**src/rtl/imem_loader.sv**
```systemverilog
// imem_loader
//   Boot-time program loader in front of the fetch stage's instruction memory.
//   It takes a length-prefixed byte stream (LEN_LO, LEN_HI, then L payload
//   bytes) over a valid/ready handshake. Each payload byte is written to
//   consecutive instruction-memory addresses starting at 0. The pipeline is
//   held idle until the whole image has been written.
//
// Ports
//   i_clk          processor clock, all state changes on the rising edge
//   i_reset        asynchronous active-high reset
//   i_start        single-cycle pulse, starts a load from IDLE, RUN or ERROR
//   i_in_valid     stream byte valid
//   i_in_data      stream byte
//   i_in_last      marks the final byte of the stream
//   o_in_ready     loader can accept a byte
//   o_wr_en        instruction-memory write strobe (one cycle per byte)
//   o_wr_addr      write byte address
//   o_wr_data      write byte
//   o_byte_count   payload bytes written so far in the current load
//   o_proc_run     pipeline may fetch/advance
//   o_load_error   sticky error flag for the current load
module imem_loader #(
  parameter int ADDR_W    = 10,
  parameter int MAX_BYTES = 1024
) (
  input  logic              i_clk,
  input  logic              i_reset,
  input  logic              i_start,
  input  logic              i_in_valid,
  input  logic [7:0]        i_in_data,
  input  logic              i_in_last,
  output logic              o_in_ready,
  output logic              o_wr_en,
  output logic [ADDR_W-1:0] o_wr_addr,
  output logic [7:0]        o_wr_data,
  output logic [ADDR_W:0]   o_byte_count,
  output logic              o_proc_run,
  output logic              o_load_error
);

  typedef enum logic [2:0] {
    S_IDLE,
    S_LEN_LO,
    S_LEN_HI,
    S_LOAD,
    S_RUN,
    S_ERROR
  } state_t;

  state_t              r_state;
  state_t              w_next;
  logic                r_in_ready;
  logic                r_wr_en;
  logic [ADDR_W-1:0]   r_wr_addr;
  logic [7:0]          r_wr_data;
  logic [ADDR_W:0]     r_count;
  logic                r_proc_run;
  logic                r_load_error;
  logic [7:0]          r_len_lo;
  logic [15:0]         r_len;

  logic                w_accept;
  logic [15:0]         w_len;
  logic                w_last_payload;
  logic                w_final_accept;
  logic                w_payload_accept;

  // r_in_ready always equals the ready decode of r_state, so it doubles as
  // the handshake qualifier.
  assign w_accept         = i_in_valid && r_in_ready;
  assign w_len            = {i_in_data, r_len_lo};
  assign w_last_payload   = (32'(r_count) + 32'd1) == 32'(r_len);
  assign w_payload_accept = (r_state == S_LOAD) && w_accept;
  assign w_final_accept   = w_payload_accept && w_last_payload;

  always_comb begin
    w_next = r_state;
    case (r_state)
      S_IDLE, S_RUN, S_ERROR: begin
        if (i_start) w_next = S_LEN_LO;
      end
      S_LEN_LO: begin
        if (w_accept) w_next = i_in_last ? S_ERROR : S_LEN_HI;
      end
      S_LEN_HI: begin
        // A zero-length image may legally end on LEN_HI, so it is
        // checked before the in_last header error.
        if (w_accept) begin
          if ({16'd0, w_len} > MAX_BYTES) w_next = S_ERROR;
          else if (w_len == 16'd0)        w_next = S_RUN;
          else if (i_in_last)             w_next = S_ERROR;
          else                            w_next = S_LOAD;
        end
      end
      S_LOAD: begin
        if (w_accept) begin
          if (w_last_payload) w_next = S_RUN;
          else if (i_in_last) w_next = S_ERROR;
        end
      end
      default: w_next = S_IDLE;
    endcase
  end

  always_ff @(posedge i_clk or posedge i_reset) begin
    if (i_reset) begin
      r_state      <= S_IDLE;
      r_in_ready   <= 1'b0;
      r_wr_en      <= 1'b0;
      r_wr_addr    <= '0;
      r_wr_data    <= 8'd0;
      r_count      <= '0;
      r_proc_run   <= 1'b0;
      r_load_error <= 1'b0;
      r_len_lo     <= 8'd0;
      r_len        <= 16'd0;
    end else begin
      r_state    <= w_next;
      r_in_ready <= (w_next == S_LEN_LO) || (w_next == S_LEN_HI) || (w_next == S_LOAD);
      // Entering RUN from LOAD holds proc_run low one extra cycle so the
      // final write lands before the first fetch.
      r_proc_run <= (w_next == S_RUN) && !w_final_accept;
      r_wr_en    <= w_payload_accept;

      if (w_payload_accept) begin
        r_wr_addr <= r_count[ADDR_W-1:0];
        r_wr_data <= i_in_data;
        r_count   <= r_count + 1'b1;
      end

      if ((r_state == S_LEN_LO) && w_accept) r_len_lo <= i_in_data;
      if ((r_state == S_LEN_HI) && w_accept) r_len    <= w_len;

      if ((w_next == S_LEN_LO) && (r_state != S_LEN_LO)) begin
        r_count      <= '0;
        r_load_error <= 1'b0;
      end else if (w_next == S_ERROR) begin
        r_load_error <= 1'b1;
      end
    end
  end

  assign o_in_ready   = r_in_ready;
  assign o_wr_en      = r_wr_en;
  assign o_wr_addr    = r_wr_addr;
  assign o_wr_data    = r_wr_data;
  assign o_byte_count = r_count;
  assign o_proc_run   = r_proc_run;
  assign o_load_error = r_load_error;

endmodule

```
**config.mk**
```make
export PLATFORM = sky130hd
export DESIGN_NAME = imem_loader
export DESIGN_NICKNAME = d
export VERILOG_FILES = /design/src/rtl/imem_loader.sv
export SDC_FILE = /design/constraint.sdc
export NUM_CORES = 1
export LEC_CHECK = 0
export CAP_MARGIN = 20
export CELL_PAD_IN_SITES_DETAIL_PLACEMENT = 0
export CELL_PAD_IN_SITES_GLOBAL_PLACEMENT = 1
export CORE_MARGIN = 10
export CORE_UTILIZATION = 38
export DETAILED_ROUTE_END_ITERATION = 6
export GPL_ROUTABILITY_DRIVEN = 0
export PLACE_DENSITY_LB_ADDON = 0.1
export SLEW_MARGIN = 25
export SYNTH_ARGS = -nofsm -noshare
export SYNTH_HDL_FRONTEND = slang
export SYNTH_SLANG_ARGS = --single-unit
```
**constraint.sdc**
```tcl
create_clock -name i_clk -period 2.5 [get_ports i_clk]
set_input_delay 0.25 -clock i_clk [delete_from_list [all_inputs] [get_ports i_clk]]
set_output_delay 0.25 -clock i_clk [all_outputs]
set_load 0.05 [all_outputs]
```
==> results of run 1 <==
[cell families (layout without fill, tap and decap cells)]
kind of cell             count (synthesis)  count (layout)
AND/OR/NAND/NOR                        127             127
flip-flops                              60              60
AO/OA/AOI/OAI                           47              48
multiplexers                            27              27
buffers and inverters                   27             136
XOR/XNOR                                21              21
adder cells (fa/ha/maj)                  1               1
[cells in the mapped netlist (all sizes together), types with 2 or more instances]
library cell,n,area share [%]
a2111oi,3,1.8
a211oi,2,0.48
a21oi,6,1.1
a22oi,3,0.72
a31oi,10,2.0
and4b,2,0.64
buf,8,1.7
clkbuf,8,0.96
dfrtp,60,48
inv,11,1.3
mux2,24,8.6
mux2i,3,0.96
nand2,62,7.4
nand2b,4,0.80
nand3,9,1.6
nand4,5,1.0
nor2,16,2.0
nor2b,4,0.80
nor3,6,1.1
nor4,5,1.0
o211ai,3,0.72
o21ai,4,0.64
o221a,2,0.72
o22ai,3,0.60
or2,4,0.80
or4,3,0.84
or4b,2,0.64
xnor2,13,3.6
xor2,7,2.0
[registers in the layout, summed over array words and instances, names as in the netlist]
name	flops
o_proc_run	1
o_wr_addr	10
o_load_error	1
o_wr_en	1
o_wr_data	8
o_byte_count	11
r_len	16
o_in_ready	1
r_state	3
r_len_lo	8
[power by group through the flow]
stage          sequential (mW)  combinational, mW  clock, mW
2_1_floorplan             1.87               1.06          0
3_3_place_gp              1.57               2.03          0
3_5_place_dp              1.58               2.04          0
4_1_cts                   1.57               2.14      0.989
5_1_grt                   1.62               2.37       1.03
6_report                  1.58               2.17      0.964
[layout make-up]
| class | instances | area, um^2 | area share (%) |
|---|---|---|---|
| Clock inverter | 6 | 88.8 | 1.98 |
| Sequential cell | 60 | 1510 | 33.7 |
| Clock buffer | 10 | 128 | 2.85 |
| Inverter | 11 | 41.3 | 0.921 |
| Timing Repair Buffer | 109 | 963 | 21.5 |
| Multi-Input combinational cell | 224 | 1620 | 36.2 |
| Tap cell | 105 | 131 | 2.93 |
[final timing paths]
path / end / start / cells past startpoint / slack [ns]
max: o_load_error / o_byte_count[0] / 9 / -0.006
min: o_wr_data[0] / i_reset / 2 / 0.19
max reg2reg: o_load_error / o_byte_count[0] / 9 / -0.006
min reg2reg: o_wr_addr[7] / o_wr_addr[7] / 2 / 0.47
max in group asynchronous: o_byte_count[0] / i_reset / 3 / 1.73
min in group i_clk: o_wr_addr[7] / o_wr_addr[7] / 2 / 0.47
[metrics by stage]
| step | utilization (%) | hold slack [ns] | area [um^2] | cells |
|---|---|---|---|---|
| floorplan | - | 0.355 | 3150 | 310 |
| global placement | 50.8 | 0.457 | 4130 | 505 |
| detailed placement | 50.9 | 0.464 | 4140 | 505 |
| CTS | 54.2 | 0.185 | 4410 | 522 |
| global route | 55.1 | 0.220 | 4480 | 525 |
| finish | 55.1 | 0.191 | 4480 | 525 |
[repair_timing]
item	CTS	global route
pin swaps	2	5
setup buffers	0	3
endpoints found under the hold margin	0	0
resized for setup	6	10
endpoints found under the setup margin	15	15
gates cloned	1	0
[metal layers]
layer	GRT usage, %	share of wire (%)	vias to the layer above
met3	3.95	5.6	18
li1	-	-	1306
met4	7.73	2.5	0
met5	0	0	-
met1	17.7	44	1296
met2	23.3	48	72
==> reports/results.ini, run 1 <==
[placed_design]
dp_hpwl_mm = 6.65
pre_cts_ws_ns = -0.226
portBuffers = 45

[synthesis]
yosys.area_share.adder_pct = 0.398
synth_edf_count = 0
ys_seq_area_share_pct = 47.8
synth_mux_area_share_pct = 9.55
ys.flop_type = dfrtp_1
yosys_warnings = 0
synth_area_um2 = 3140
synth-compound-area-share_pct = 11.9
synth_cells = 310
synthSimpleGateAreaFrac_pct = 20.1
synth_top_family_by_area = simple AND/OR/NAND/NOR gates
synth_seq_cells = 60
synth_cell_types = 57
synth.avg_cell_area_um2 = 10.1
synth_xor_xnor_area_share_pct = 6.33
async_reset_ff_share_pct = 100
synth_nets = 324

[drt]
ant_nets = 0
drc = 0
drt_wl_total_mm = 8.98
drt-pass1-iter-count = 4
drtIter0Drc = 126
wire_per_inst_um = 17.1
via_per_inst = 5.13
vias = 2692

[grt]
grt_pass1_wl_mm = 14.7
grt_max_degree = 48
grt-ovfl-total = 0
gr-usage-all-layers_pct = 14.7
antenna_found_initial = 0
grt_pass1_vias = 2798

[timing]
hold_viol = 0
period_minus_slack_ns = 2.51
finalCritPeriodShare_pct = 100
grt_setup_unrepaired = yes
slew_headroom_pct = 65.9
finClkSkew_ns = 0.0118
worst_slack_ns = -0.00578
max_freq_ghz = 0.399
worst_pin_slew_ns = 0.510
setup_viol = 3
setup-tns-final_ns = -0.00699
maxSlewViolCount = 0

[power_and_ir_drop]
power_switching_share_pct = 40.3
p_leak_nw = 1.99
clkPwrFrac_pct = 20.4
seqPwrFrac_pct = 33.5
power_switching_mw = 1.90
internal_power_mw = 2.81
powerDensity_nw_per_um2 = 1050
power_mw = 4.72
comb_power_share_pct = 46.0
irDropWorstVdd_mv = 0.645

[clock_network]
clockBufferDepth = 2
cts_max_level = 3
postCtsHoldBufs = 0
cts_made_buffers = 9
cts_tree = yes
clock_latency_ns = 0.34
clk_pin_slew_ns = 0.07
cts.sinks = 60
clock-root-buffer = clkbuf_8

[setup_path]
path_delay_family = compound AO/OA/AOI/OAI gates
crit_arrival_ns = 2.72
max_stage_delay_ns = 0.49
cp_slowest_cell = a2111o_1
startpoint_type = flop
crit_fanout = 5
crit_path_frequent_cell = buf_4
required_ns = 2.72
endpoint_kind = flop
cp_cell_sequence = buf_4 -> nand3_4 -> or4b_1 -> a31o_1 -> a2111o_1 -> o21bai_4 -> buf_4 -> a211o_1 -> o211ai_1
critical_path_class = flop to flop
cp_num_buf_inv = 2

[run_status]
violations = setup timing
outcome = finished, violations left

[floorplanning]
io_pins = 46
initial_core_util_pct = 38.6
die_y_um = 111
die_w_um = 111
row_count = 33
die_area_um2 = 12300
fp.coreArea_um2 = 8130

[min_path]
min_path_type = input port to async pin

[job]
max_cap_viol_count = 0

[layout]
final_nets = 429
fillers = 761
final_common_cell = nand2_1
area_growth_pct = 42.6
layout_common_cells = nand2_1, buf_4, dfrtp_1, clkdlybuf4s50_1, mux2_2
drive_above_1_share_pct = 32.6
diodes = 0

No activity file was read; power rests on OpenSTA's default activity.
==> run 2, diff against run 1 <==
--- a/config.mk
+++ b/config.mk
@@ -13,7 +13,6 @@
 export DETAILED_ROUTE_END_ITERATION = 6
 export GPL_ROUTABILITY_DRIVEN = 0
 export PLACE_DENSITY_LB_ADDON = 0.1
-export SLEW_MARGIN = 25
 export SYNTH_ARGS = -nofsm -noshare
 export SYNTH_HDL_FRONTEND = slang
 export SYNTH_SLANG_ARGS = --single-unit
==> reports/results.ini, run 2 (same netlist as run 1, synthesis figures left out) <==
[drt]
ant_nets = 0  ; unchanged
vias = 2767  ; was 2,692
drtIter0Drc = 127  ; was 126
drt-pass1-iter-count = 4  ; unchanged
drc = 0  ; unchanged
wire_per_inst_um = 17.4  ; was 17.1 um
via_per_inst = 5.21  ; was 5.13
drt_wl_total_mm = 9.24  ; was 8.98 mm

[timing]
finalCritPeriodShare_pct = 99.1  ; was 100%
hold_viol = 0  ; unchanged
max_freq_ghz = 0.404  ; was 0.399 GHz
period_minus_slack_ns = 2.48  ; was 2.51 ns
setup_viol = 0  ; was 3
setup-tns-final_ns = 0  ; was -0.00699 ns
slew_headroom_pct = 66.2  ; was 65.9%
worst_pin_slew_ns = 0.505  ; was 0.510 ns
worst_slack_ns = 0.0231  ; was -0.00578 ns
finClkSkew_ns = 0.00595  ; was 0.0118 ns
maxSlewViolCount = 0  ; unchanged
grt_setup_unrepaired = yes  ; unchanged

[layout]
final_nets = 436  ; was 429
largest_reg_flops = 16  ; unchanged
drive_above_1_share_pct = 35.4  ; was 32.6%
fillers = 750  ; was 761
area_growth_pct = 46.7  ; was 42.6%
register_area_um2 = 1510  ; unchanged
fin_cells = 531  ; was 525
multiInputGateArea_um2 = 1680  ; was 1620 um^2
final_common_cell = buf_4  ; was nand2_1
layout_common_cells = buf_4, nand2_1, dfrtp_1, clkdlybuf4s50_1, mux2_2  ; was nand2_1, buf_4, dfrtp_1, clkdlybuf4s50_1, mux2_2
largest-register = r_len  ; unchanged
diodes = 0  ; unchanged

[grt]
use_met2_pct = 23.9  ; was 23.3%
grt_pass1_vias = 2822  ; was 2,798
grt-ovfl-total = 0  ; unchanged
grtUsageMet1_pct = 17.4  ; was 17.7%
grtUsageMet3_pct = 3.63  ; was 3.95%
antenna_found_initial = 0  ; unchanged
grt_pass1_wl_mm = 14.8  ; was 14.7 mm
gr-usage-all-layers_pct = 14.5  ; was 14.7%
grt_max_degree = 48  ; unchanged
busiest_layer = met2  ; unchanged

[floorplanning]
row_count = 33  ; unchanged
initial_core_util_pct = 38.6  ; unchanged
die_y_um = 111  ; unchanged
die_area_um2 = 12300  ; unchanged
io_pins = 46  ; unchanged
fp.coreArea_um2 = 8130  ; unchanged
die_w_um = 111  ; unchanged

[setup_path]
critical_path_class = flop to flop  ; unchanged
crit_arrival_ns = 2.69  ; was 2.72 ns
endpoint_kind = flop  ; unchanged
crit_fanout = 11  ; was 5
startpoint_type = flop  ; unchanged
required_ns = 2.72  ; about the same

[clock_network]
cts_tree = yes  ; unchanged
clock_latency_ns = 0.35  ; was 0.34 ns
cts.sinks = 60  ; unchanged
cts_max_level = 3  ; unchanged
postCtsHoldBufs = 0  ; unchanged
clk_pin_slew_ns = 0.07  ; about the same
clock-root-buffer = clkbuf_8  ; unchanged
clockBufferDepth = 2  ; unchanged
cts_made_buffers = 9  ; unchanged

[power_and_ir_drop]
p_leak_nw = 2.03  ; was 1.99 nW
seqPwrFrac_pct = 32.1  ; was 33.5%
powerDensity_nw_per_um2 = 1070  ; was 1050 nW/um^2
power_switching_share_pct = 39.7  ; was 40.3%
power_switching_mw = 1.96  ; was 1.90 mW
internal_power_mw = 2.98  ; was 2.81 mW
clkPwrFrac_pct = 20.2  ; was 20.4%
irDropWorstVdd_mv = 0.632  ; was 0.645 mV
comb_power_share_pct = 47.8  ; was 46.0%

[job]
max_cap_viol_count = 0  ; unchanged

[placed_design]
portBuffers = 45  ; unchanged
pre_cts_ws_ns = -0.311  ; was -0.226 ns
dp.cells = 506  ; was 505
dp_hpwl_mm = 6.73  ; was 6.65 mm

[min_path]
min_path_type = input port to async pin  ; unchanged

[run_status]
outcome = complete, no violations  ; was finished, violations left

[run 2: cell types whose count changed in the layout (fill, tap and decap cells not counted), sizes merged]
cell      previous run  this run
buf                 64        71
clkbuf              10        11
clkinv               2         1
clkinvlp             2         1
[run 2: per-stage QoR]
step                      util, %  area, um^2  total power [mW]  hold WS [ns]
after floorplan                 -        3150              2.92         0.355
after global placement       50.8        4130              3.60         0.457
after detailed placement     50.9        4140              3.63         0.462
after CTS                    54.4        4420              4.73         0.188
after global routing         56.7        4610              5.24         0.227
final                        56.7        4610              4.94         0.186
[run 2: path summary, 6_finish.rpt]
check / cells past startpoint / from / slack (ns) / end
max: 7 / o_byte_count[4] / 0.02 / o_byte_count[2]
min: 2 / i_reset / 0.19 / o_wr_data[0]
max reg2reg: 7 / o_byte_count[4] / 0.02 / o_byte_count[2]
min reg2reg: 2 / o_wr_addr[7] / 0.47 / o_wr_addr[7]
max in group asynchronous: 3 / i_reset / 1.72 / o_byte_count[2]
min in group i_clk: 2 / o_wr_addr[7] / 0.47 / o_wr_addr[7]
[run 2: worst max-delay path: stages (launching register included)]
cell,delay (ns)
dfrtp_2,0.40
buf_4,0.18
or4b_1,0.52
a31o_1,0.24
a2111o_1,0.44
o21bai_4,0.22
a21o_4,0.23
a31oi_2,0.11
[run 2: layer usage]
layer / wire length (um) / share of wire, %
met1: 4130 / 45
met5: 0 / 0
met4: 183 / 2.0
met3: 543 / 5.9
met2: 4380 / 47
[run 2: final cells by class]
class,instances,share of cell area [%]
clock buffer,11,3.28
clock inverter,4,1.57
inverter,11,0.895
multi-input combinational,224,36.4
sequential,60,32.7
tap,105,2.85
timing repair buffer,116,22.3
[run 2: repair_timing]
| item | 4_1_cts | 5_1_grt |
|---|---|---|
| endpoints found under the setup margin | 15 | 16 |
| gates resized for setup | 10 | 22 |
| buffers inserted | 0 | 8 |
| cloned | 0 | 2 |
| pin swaps | 1 | 13 |
[run 2: power groups by stage]
stage / sequential [mW] / combinational, mW / clock, mW
global placement: 1.57 / 2.03 / 0
floorplan: 1.87 / 1.06 / 0
finish: 1.58 / 2.36 / 0.997
detailed placement: 1.58 / 2.05 / 0
CTS: 1.57 / 2.14 / 1.02
global route: 1.63 / 2.55 / 1.06
